## src/rtl/hist_eq_pkg.sv

```systemverilog
// Shared histogram-equalisation constants and the LUT sequencer state encoding.
// No logic; imported by the sequencer, its divider and the frame controller.
// No backpressure; constants only.
package hist_eq_pkg;

    localparam int NUM_BINS = 256;
    localparam int BIN_W    = 8;
    localparam int CDF_W    = 20;
    localparam int PIXELS   = 307200;
    localparam int OUT_MAX  = 255;
    localparam int NUM_W    = 28;

    typedef enum logic [2:0] {
        IDLE,
        READ,
        WAIT,
        DIVIDE,
        WRITE,
        FINISH
    } seq_state_t;

endpackage

```

## src/rtl/serial_divider.sv

```systemverilog
// Restoring N_W-bit / D_W-bit divider, one quotient bit per cycle, MSB first.
// Latency: the start edge performs the first step; done pulses N_W cycles after start.
// No backpressure: a start while running restarts the division.
module serial_divider
    import hist_eq_pkg::*;
#(
    parameter int N_W = NUM_W,
    parameter int D_W = CDF_W
) (
    input  logic           clock,
    input  logic           reset,
    input  logic           start,
    input  logic [N_W-1:0] numerator,
    input  logic [D_W-1:0] divisor,
    output logic           done,
    output logic [N_W-1:0] quotient,
    output logic [D_W-1:0] remainder
);

    localparam int CNT_W = $clog2(N_W + 1);

    logic [D_W-1:0]   rem_q, rem_n, src_rem, div_q, src_div;
    logic [N_W-1:0]   work_q, work_n, src_work;
    logic [D_W:0]     trial, diff;
    logic [CNT_W-1:0] cnt_q;
    logic             qbit;

    // work_q shifts numerator bits out of the top while quotient bits fill the bottom
    always_comb begin
        src_rem  = start ? '0 : rem_q;
        src_work = start ? numerator : work_q;
        src_div  = start ? divisor : div_q;
        trial    = {src_rem, src_work[N_W-1]};
        diff     = trial - {1'b0, src_div};
        qbit     = (trial >= {1'b0, src_div});
        rem_n    = qbit ? diff[D_W-1:0] : trial[D_W-1:0];
        work_n   = {src_work[N_W-2:0], qbit};
    end

    always_ff @(posedge clock) begin
        if (reset) begin
            rem_q  <= '0;
            work_q <= '0;
            div_q  <= '0;
            cnt_q  <= '0;
            done   <= 1'b0;
        end else begin
            done <= 1'b0;
            if (start) begin
                rem_q  <= rem_n;
                work_q <= work_n;
                div_q  <= divisor;
                cnt_q  <= CNT_W'(N_W - 1);
            end else if (cnt_q != '0) begin
                rem_q  <= rem_n;
                work_q <= work_n;
                cnt_q  <= cnt_q - 1'b1;
                done   <= (cnt_q == CNT_W'(1));
            end
        end
    end

    assign quotient  = work_q;
    assign remainder = rem_q;

endmodule

```

## src/rtl/cdf_lut_sequencer.sv

```systemverilog
// Walks all CDF bins and writes (cdf-cdf_min)*255/(PIXELS-cdf_min) into one LUT bank; CDF_LUT_ROUND_EN selects round-half-up.
// Latency: 31 cycles per bin, done 7937 cycles after start (1 cycle on the cdf_min >= PIXELS error path).
// No backpressure: RAM read data is assumed one cycle after cdf_rd_en; start is ignored while not IDLE.
module cdf_lut_sequencer
    import hist_eq_pkg::*;
(
    input  logic             clock,
    input  logic             reset,
    input  logic             start,
    input  logic             bank_sel,
    input  logic [CDF_W-1:0] cdf_min,
    output logic             busy,
    output logic             done,
    output logic             div_err,
    output logic             cdf_rd_en,
    output logic [BIN_W-1:0] cdf_rd_addr,
    input  logic [CDF_W-1:0] cdf_rd_data,
    output logic             lut_wr_en,
    output logic [BIN_W:0]   lut_wr_addr,
    output logic [7:0]       lut_wr_data
);

    localparam logic [CDF_W-1:0] PIX_C = CDF_W'(PIXELS);

    seq_state_t       state, next_state;
    logic             bank_q, err_q;
    logic [CDF_W-1:0] min_q, divisor_q, cdf_diff;
    logic [BIN_W-1:0] bin_q, bin_next;
    logic [NUM_W-1:0] num, div_quot;
    logic [7:0]       lut_val;
    logic             div_done;

    always_ff @(posedge clock) begin
        if (reset) state <= IDLE;
        else       state <= next_state;
    end

    always_comb begin
        next_state = state;
        bin_next   = bin_q;
        case (state)
            IDLE: if (start) begin
                next_state = (cdf_min >= PIX_C) ? FINISH : READ;
                bin_next   = '0;
            end
            READ:   next_state = WAIT;
            WAIT:   next_state = DIVIDE;
            DIVIDE: if (div_done) next_state = WRITE;
            WRITE: begin
                if (bin_q == BIN_W'(NUM_BINS - 1)) begin
                    next_state = FINISH;
                end else begin
                    next_state = READ;
                    bin_next   = bin_q + 1'b1;
                end
            end
            FINISH: next_state = IDLE;
            default: next_state = IDLE;
        endcase
    end

    // Bins below cdf_min map to zero rather than wrapping
    always_comb begin
        cdf_diff = (cdf_rd_data > min_q) ? (cdf_rd_data - min_q) : '0;
        num      = NUM_W'(cdf_diff) * NUM_W'(OUT_MAX);
`ifdef CDF_LUT_ROUND_EN
        num      = num + NUM_W'(divisor_q >> 1);
`endif
        lut_val  = (div_quot > NUM_W'(OUT_MAX)) ? 8'(OUT_MAX) : div_quot[7:0];
    end

    serial_divider #(.N_W(NUM_W), .D_W(CDF_W)) u_div (
        .clock     (clock),
        .reset     (reset),
        .start     (state == WAIT),
        .numerator (num),
        .divisor   (divisor_q),
        .done      (div_done),
        .quotient  (div_quot),
        .remainder ()
    );

    // Strobes track next_state so they coincide with their state; done/div_err trail FINISH by a cycle
    always_ff @(posedge clock) begin
        if (reset) begin
            bank_q      <= 1'b0;
            err_q       <= 1'b0;
            min_q       <= '0;
            divisor_q   <= '0;
            bin_q       <= '0;
            busy        <= 1'b0;
            done        <= 1'b0;
            div_err     <= 1'b0;
            cdf_rd_en   <= 1'b0;
            cdf_rd_addr <= '0;
            lut_wr_en   <= 1'b0;
            lut_wr_addr <= '0;
            lut_wr_data <= '0;
        end else begin
            if (state == IDLE && start) begin
                bank_q    <= bank_sel;
                min_q     <= cdf_min;
                divisor_q <= PIX_C - cdf_min;
                err_q     <= (cdf_min >= PIX_C);
            end
            bin_q     <= bin_next;
            busy      <= next_state inside {READ, WAIT, DIVIDE, WRITE};
            cdf_rd_en <= (next_state == READ);
            if (next_state == READ) cdf_rd_addr <= bin_next;
            lut_wr_en <= (next_state == WRITE);
            if (next_state == WRITE) begin
                lut_wr_addr <= {bank_q, bin_q};
                lut_wr_data <= lut_val;
            end
            done    <= (state == FINISH);
            div_err <= (state == FINISH) && err_q;
        end
    end

endmodule

```

## config.mk

```make
export PLATFORM = sky130hd
export DESIGN_NAME = cdf_lut_sequencer
export DESIGN_NICKNAME = d
export VERILOG_FILES = /design/src/rtl/hist_eq_pkg.sv /design/src/rtl/serial_divider.sv /design/src/rtl/cdf_lut_sequencer.sv
export SDC_FILE = /design/constraint.sdc
export NUM_CORES = 1
export LEC_CHECK = 0
export CAP_MARGIN = 20
export CORE_MARGIN = 2
export CORE_UTILIZATION = 30
export DETAILED_ROUTE_END_ITERATION = 16
export PLACE_DENSITY = 0.55
export SYNTH_ARGS = -nofsm -noshare
export SYNTH_HDL_FRONTEND = slang
export SYNTH_SLANG_ARGS = --single-unit
```

## constraint.sdc

```tcl
create_clock -name clock -period 15 [get_ports clock]
set_clock_uncertainty 0.15 [all_clocks]
set_input_delay 3 -clock clock [delete_from_list [all_inputs] [get_ports clock]]
set_output_delay 3 -clock clock [all_outputs]
set_load 0.05 [all_outputs]
```

**After elaboration in Yosys (flattened, before gate mapping)**

Cells that the tools add are included.

- Register bits after elaboration: 157
- Memory bits (writable): 0
- Latch bits: 0
- Memories: 0
- Output and inout bits: 30
- Word-level logic and storage cells: 70
- Bits in read-only memories: 0

- Equality and inequality tests: 11
- Multiply operators: 1
- Multiplexer cells: 20
- Shift operators: 0
- Order comparisons: 4
- Bitwise operators: 1
- Reductions and logical operators: 8
- Divide/modulo/power cells: 0
- Add/sub/neg operators: 5

Operators by type and width:

| cell | count |
|---|---|
| 2-to-1 mux 20 bit | 6 |
| 2-to-1 mux 28 bit | 3 |
| subtractor 20 bit | 2 |
| > comparator 28 x 8 -> 1 bit, second input constant | 1 |
| multiplier 20 x 8 -> 28 bit, second input constant | 1 |
| 2-to-1 mux 8 bit | 3 |
| greater-or-equal comparator 21 x 20 -> 1 bit | 1 |
| greater-or-equal comparator 20 x 19 -> 1 bit, second input constant | 1 |
| > comparator 20 bit | 1 |
| subtractor 19 x 20 -> 20 bit, first input constant | 1 |
| case mux 8 bit (2 select lines) | 1 |
| case mux 3 bit (5 select lines) | 1 |
| == test 3 x 2 -> 1 bit, second input constant | 4 |
| 2-to-1 mux 3 bit | 4 |
| 2-to-1 mux 5 bit | 2 |
| == test 3 bit, second input constant | 3 |
| adder 8 x 1 -> 8 bit, second input constant | 1 |
| == test 8 bit, second input constant | 1 |
| == test 3 x 1 -> 1 bit, second input constant | 2 |
| == test 5 x 1 -> 1 bit, second input constant | 1 |
| nonzero test 5 bit | 1 |
| subtractor 5 x 1 -> 5 bit, second input constant | 1 |
| nonzero test 4 bit | 1 |
| logical NOT 3 bit | 1 |
| other kinds (5) | 6 |

**Longest topological paths before layout**

- Depth in word-level cells: 8
- Gate-level depth with buffers: 44
- Gate-level depth less buffers: 42

**Hierarchy**

Synthesis repeated with hierarchy kept, for this count alone.

- Cell total of the unflattened synthesis: 1641
- Area total of the unflattened synthesis: 13088.8 µm²

By module, submodules not included:

| module | sequential area each (µm²) | times used | area an instance (µm²) | cells an instance |
|---|---|---|---|---|
| cdf_lut_sequencer | 1641.6 | 1 | 8759.7 | 1090 |
| serial_divider | 1481.4 | 1 | 4329.2 | 551 |

**Least setup slack after synthesis**

No wires, ideal clock.

- Kind: input -> register
- Start point: input cdf_rd_data[0]
- End point: register u_div.rem_q[18] (netlist: u_div.remainder[18])
- Data required time: 14758 ps
- Cell stages on the path: 44
- Data arrival time: 11380 ps
- Setup time: 92 ps
- Path slack: 3378 ps
- Cells stage by stage: inv_1 ha_1 inv_1 fa_1 a21o_1 a221oi_2 o211ai_2 a31o_4 a221oi_4 o21ai_2 o31a_2 buf_6 buf_12 nand2_4 inv_2 fa_1 inv_1 fa_1 (+8 left out) o211ai_1 a21oi_1 nor2_1 a41o_1 mux2i_1 nor2_1 and2_1 ha_1 fa_1 nor2b_1 o211ai_1 a21oi_1 o21a_1 or3b_2 a31oi_1 o21ai_0 xnor2_1 o32ai_1

- Word-level cells in the longest chain between the ends: 8
- Elaborated cells between the ends (all ways): 10
- Those cells by class: add/sub (2); mul (1); order compare (2); mux (5)

RTL lines:

| element | line | source |
|---|---|---|
| start: declaration | cdf_lut_sequencer.sv:17 | `input logic [CDF_W-1:0] cdf_rd_data,` |
| subtractor 20 bit / > comparator 20 bit (equally long branches) | cdf_lut_sequencer.sv:64 | `cdf_diff = (cdf_rd_data > min_q) ? (cdf_rd_data - min_q) : '0;` |
| 2-to-1 mux 20 bit * | cdf_lut_sequencer.sv:64 |  |
| multiplier 20 x 8 -> 28 bit * | cdf_lut_sequencer.sv:65 | `num = NUM_W'(cdf_diff) * NUM_W'(OUT_MAX);` |
| 2-to-1 mux 28 bit * | serial_divider.sv:31 | `src_work = start ? numerator : work_q;` |
| subtractor 20 bit / greater-or-equal comparator 21 x 20 -> 1 bit (equally long branches) | serial_divider.sv:34, serial_divider.sv:35 |  |
| 2-to-1 mux 20 bit * | serial_divider.sv:36 | `rem_n = qbit ? diff[D_W-1:0] : trial[D_W-1:0];` |
| 2-to-1 mux 20 bit | serial_divider.sv:54 | `end else if (cnt_q != '0) begin` |
| 2-to-1 mux 20 bit * | serial_divider.sv:49 | `if (start) begin` |
| end signal: assignment | serial_divider.sv:50 | `rem_q <= rem_n;` |
| end signal: assignment | serial_divider.sv:55 | `rem_q <= rem_n;` |
| end: declaration | serial_divider.sv:22 | `logic [D_W-1:0] rem_q, rem_n, src_rem, div_q, src_div;` |

Mark *: on every way between the ends. The rest lies on a longest branch, timed or not. The select of a mux whose other input is x is not followed.
A chain may end at the register's enable or synchronous reset.

**Worst setup path after layout**

- Start point: input cdf_rd_data[0]
- End point: register u_div.rem_q[2] (netlist: u_div.remainder[2])

The elaborated chain is that of the path after synthesis.

==> flow_metrics.env <==
export IMPL_status="complete, no violations"
export IMPL_critPathKind="in2reg"
export IMPL_dieArea_mm2=0.0434
export IMPL_grt_start_max_net_pins=87
export IMPL_maxCapViolCount=0
export IMPL_n_antenna_cell=0
export IMPL_row_count=74
export IMPL_cts_hold_buf=0
export IMPL_postCtsResizedCells=0
export IMPL_clock_sinks=156
export IMPL_rsz0062_at_grt="false"
export IMPL_synth_edf_count=0
export IMPL_ant_nets=0
export IMPL_cts_root_buf="clkbuf_16"
export IMPL_drv_slew=0
export IMPL_crit_fanout=30
export IMPL_place_inst=2089
export IMPL_core_area_mm2=0.0410
export IMPL_ys_warn_count=0
export IMPL_fill_cells=4322
export IMPL_layout_nets=1801
export IMPL_wirelength_mm=30.8
export IMPL_synth_flop_cell="dfxtp_1"
export IMPL_ff2ff_path_depth=37
export IMPL_via_count=10302
export IMPL_utilization=0.348
export IMPL_start_kind="primary input"
export IMPL_critPathRequiredTime_ps=15180
export IMPL_grt_pass1_wl_mm=52.2
export IMPL_htree_levels=4
export IMPL_stdcell_count=2120
export IMPL_drt_iter0_markers=501
export IMPL_overflow=0
export IMPL_yosysSeqAreaShare=0.250
export IMPL_async_reset_ff_frac=0
export IMPL_tns_ps=0
export IMPL_max_freq_ghz=0.0778
export IMPL_gp_congestion=0.852
export IMPL_finalSetupViolations=0
export IMPL_crit_path_max_incr_delay_ps=580
export IMPL_cts_setup_buffers=0
export IMPL_final_hold_viol_count=0
export IMPL_grt_usage=0.148
export IMPL_crit_path_end_kind="register"
export IMPL_syn2layout_area_growth_pct=14.2
export IMPL_min_path_cells=2
export IMPL_min_path_type="reg2reg"
export IMPL_path_clk_slew_ps=70
export IMPL_drc=0
export IMPL_worst_pin_slew_ps=895
export IMPL_start_util=0.305
export IMPL_netlist_area_mm2=0.0125
export IMPL_chipWidth_um=208
export IMPL_yosys_cell_types_count=73
export IMPL_dr_pass1_iters=5
export IMPL_period_share=0.857
export IMPL_cts_buffers=17
export IMPL_synth_cells=1543
export IMPL_slowest_stage="fa_1"
export IMPL_die_h_um=208
export IMPL_clock_latency_ps=440
export IMPL_dpl_hpwl_mm=23.6
export IMPL_relSlewSlack=0.403
export IMPL_wl_per_cell_um=14.5
export IMPL_synth_seq_cells=156
export IMPL_avgViaCountPerCell=4.86
export IMPL_drive_gt1_frac=0.0504
export IMPL_worstPathArrival_ps=13030
export IMPL_antenna_found_initial=0
export IMPL_final_min_clock_period_ps=12860
export IMPL_grt_pass1_vias=10314
export IMPL_tritoncts="yes"
export IMPL_portBuffers=73
export IMPL_clockBufferDepth=2
export IMPL_io_pins=74
export IMPL_synth_nets=1767
export IMPL_synth_area_per_cell_um2=8.11
==> flip-flops by register name, indices dropped and copies added, names as in the netlist, 9 cells and up <==
register / cells
lut_wr_addr: 9
min_q: 20
u_div.div_q: 20
divisor_q: 19
u_div.quotient: 28
u_div.remainder: 20
==> final cells by class <==
cell class	count	area (um2)	share of cell area
clock buffer	18	439	0.0307
sequential	156	3120	0.219
clock inverter	12	135	0.00946
inverter	187	702	0.0491
multi-input combinational	1133	8420	0.589
tap	532	666	0.0466
timing repair buffer	82	803	0.0562
==> cell usage in the layout, fill, tap and decap left out, types with 13 or more instances in the layout <==
| master | instances |
|---|---|
| a211oi_1 | 29 |
| a21o_1 | 28 |
| a21oi_1 | 120 |
| a311oi_1 | 33 |
| and2_1 | 34 |
| and3_1 | 15 |
| clkbuf_16 | 17 |
| clkdlybuf4s50_1 | 72 |
| dfxtp_1 | 156 |
| fa_1 | 88 |
| ha_1 | 92 |
| inv_1 | 180 |
| mux2i_1 | 27 |
| nand2_1 | 234 |
| nand3_1 | 32 |
| nand4_1 | 13 |
| nor2_1 | 128 |
| nor3_1 | 17 |
| o21ai_0 | 40 |
| xnor2_1 | 44 |
| xor2_1 | 26 |
==> synthesized netlist by cell type, types with 27 or more instances <==
cell type    n  share of area
clkbuf_1    55          0.017
and2_1      34          0.017
mux2i_1     27          0.022
ha_1        92          0.092
xnor2_1     44          0.031
a211oi_1    29          0.017
a21oi_1    120          0.048
dfxtp_1    156           0.25
a311oi_1    33          0.023
a21o_1      28          0.017
nand3_1     32          0.013
nor2_1     129          0.039
fa_1        88           0.14
inv_1      180          0.054
nand2_1    234          0.070
o21ai_0     40          0.016
==> metrics by stage <==
stage | setup WS, ps | area [um2] | hold WS [ps]
after global routing | 1330 | 14300 | 325
final | 2140 | 14300 | 304
after CTS | 2120 | 14300 | 307
after detailed placement | 1750 | 13700 | 297
after global placement | 2040 | 13700 | 295
after floorplan | 3380 | 12500 | 280
==> critical path: cells and delay by family <==
family | cells | cell delay [ps]
AO/OA/AOI/OAI | 18 | 4980
buffers and inverters | 6 | 880
adder cells (fa/ha/maj) | 8 | 3290
AND/OR/NAND/NOR | 6 | 740
multiplexers | 1 | 140
==> path summary, 6_finish.rpt <==
kind	from	to	slack, ps
worst max-delay path	cdf_rd_data[0]	u_div.remainder[2]$_SDFFE_PP0P_	2140
worst min-delay path	min_q[13]$_SDFFE_PP0P_	min_q[13]$_SDFFE_PP0P_	300
worst max register to register	min_q[0]$_SDFFE_PP0P_	u_div.remainder[2]$_SDFFE_PP0P_	4570
worst min register to register	min_q[13]$_SDFFE_PP0P_	min_q[13]$_SDFFE_PP0P_	300
==> layer usage <==
metal  GRT usage  vias to the layer above  part of all wire
met2       0.258                      134              0.49
met4      0.0399                        0             0.016
li1            -                     5221                 -
met1       0.189                     4921              0.47
met5           0                        -                 0
met3      0.0258                       26             0.029
==> logic make-up (layout without fill, tap and decap cells) <==
| group | Yosys count | count (layout) | synth area share |
|---|---|---|---|
| mux | 28 | 28 | 0.0225 |
| simple gates | 538 | 538 | 0.197 |
| xor+xnor | 70 | 70 | 0.0490 |
| flops | 156 | 156 | 0.250 |
| fa+ha+maj | 181 | 181 | 0.234 |
| compound gates | 316 | 316 | 0.170 |
| buf+inv | 254 | 299 | 0.0790 |
Power is left out: the tool's default activity adds up to more than one toggle a clock period on the data nets, which glitch-free logic cannot reach.
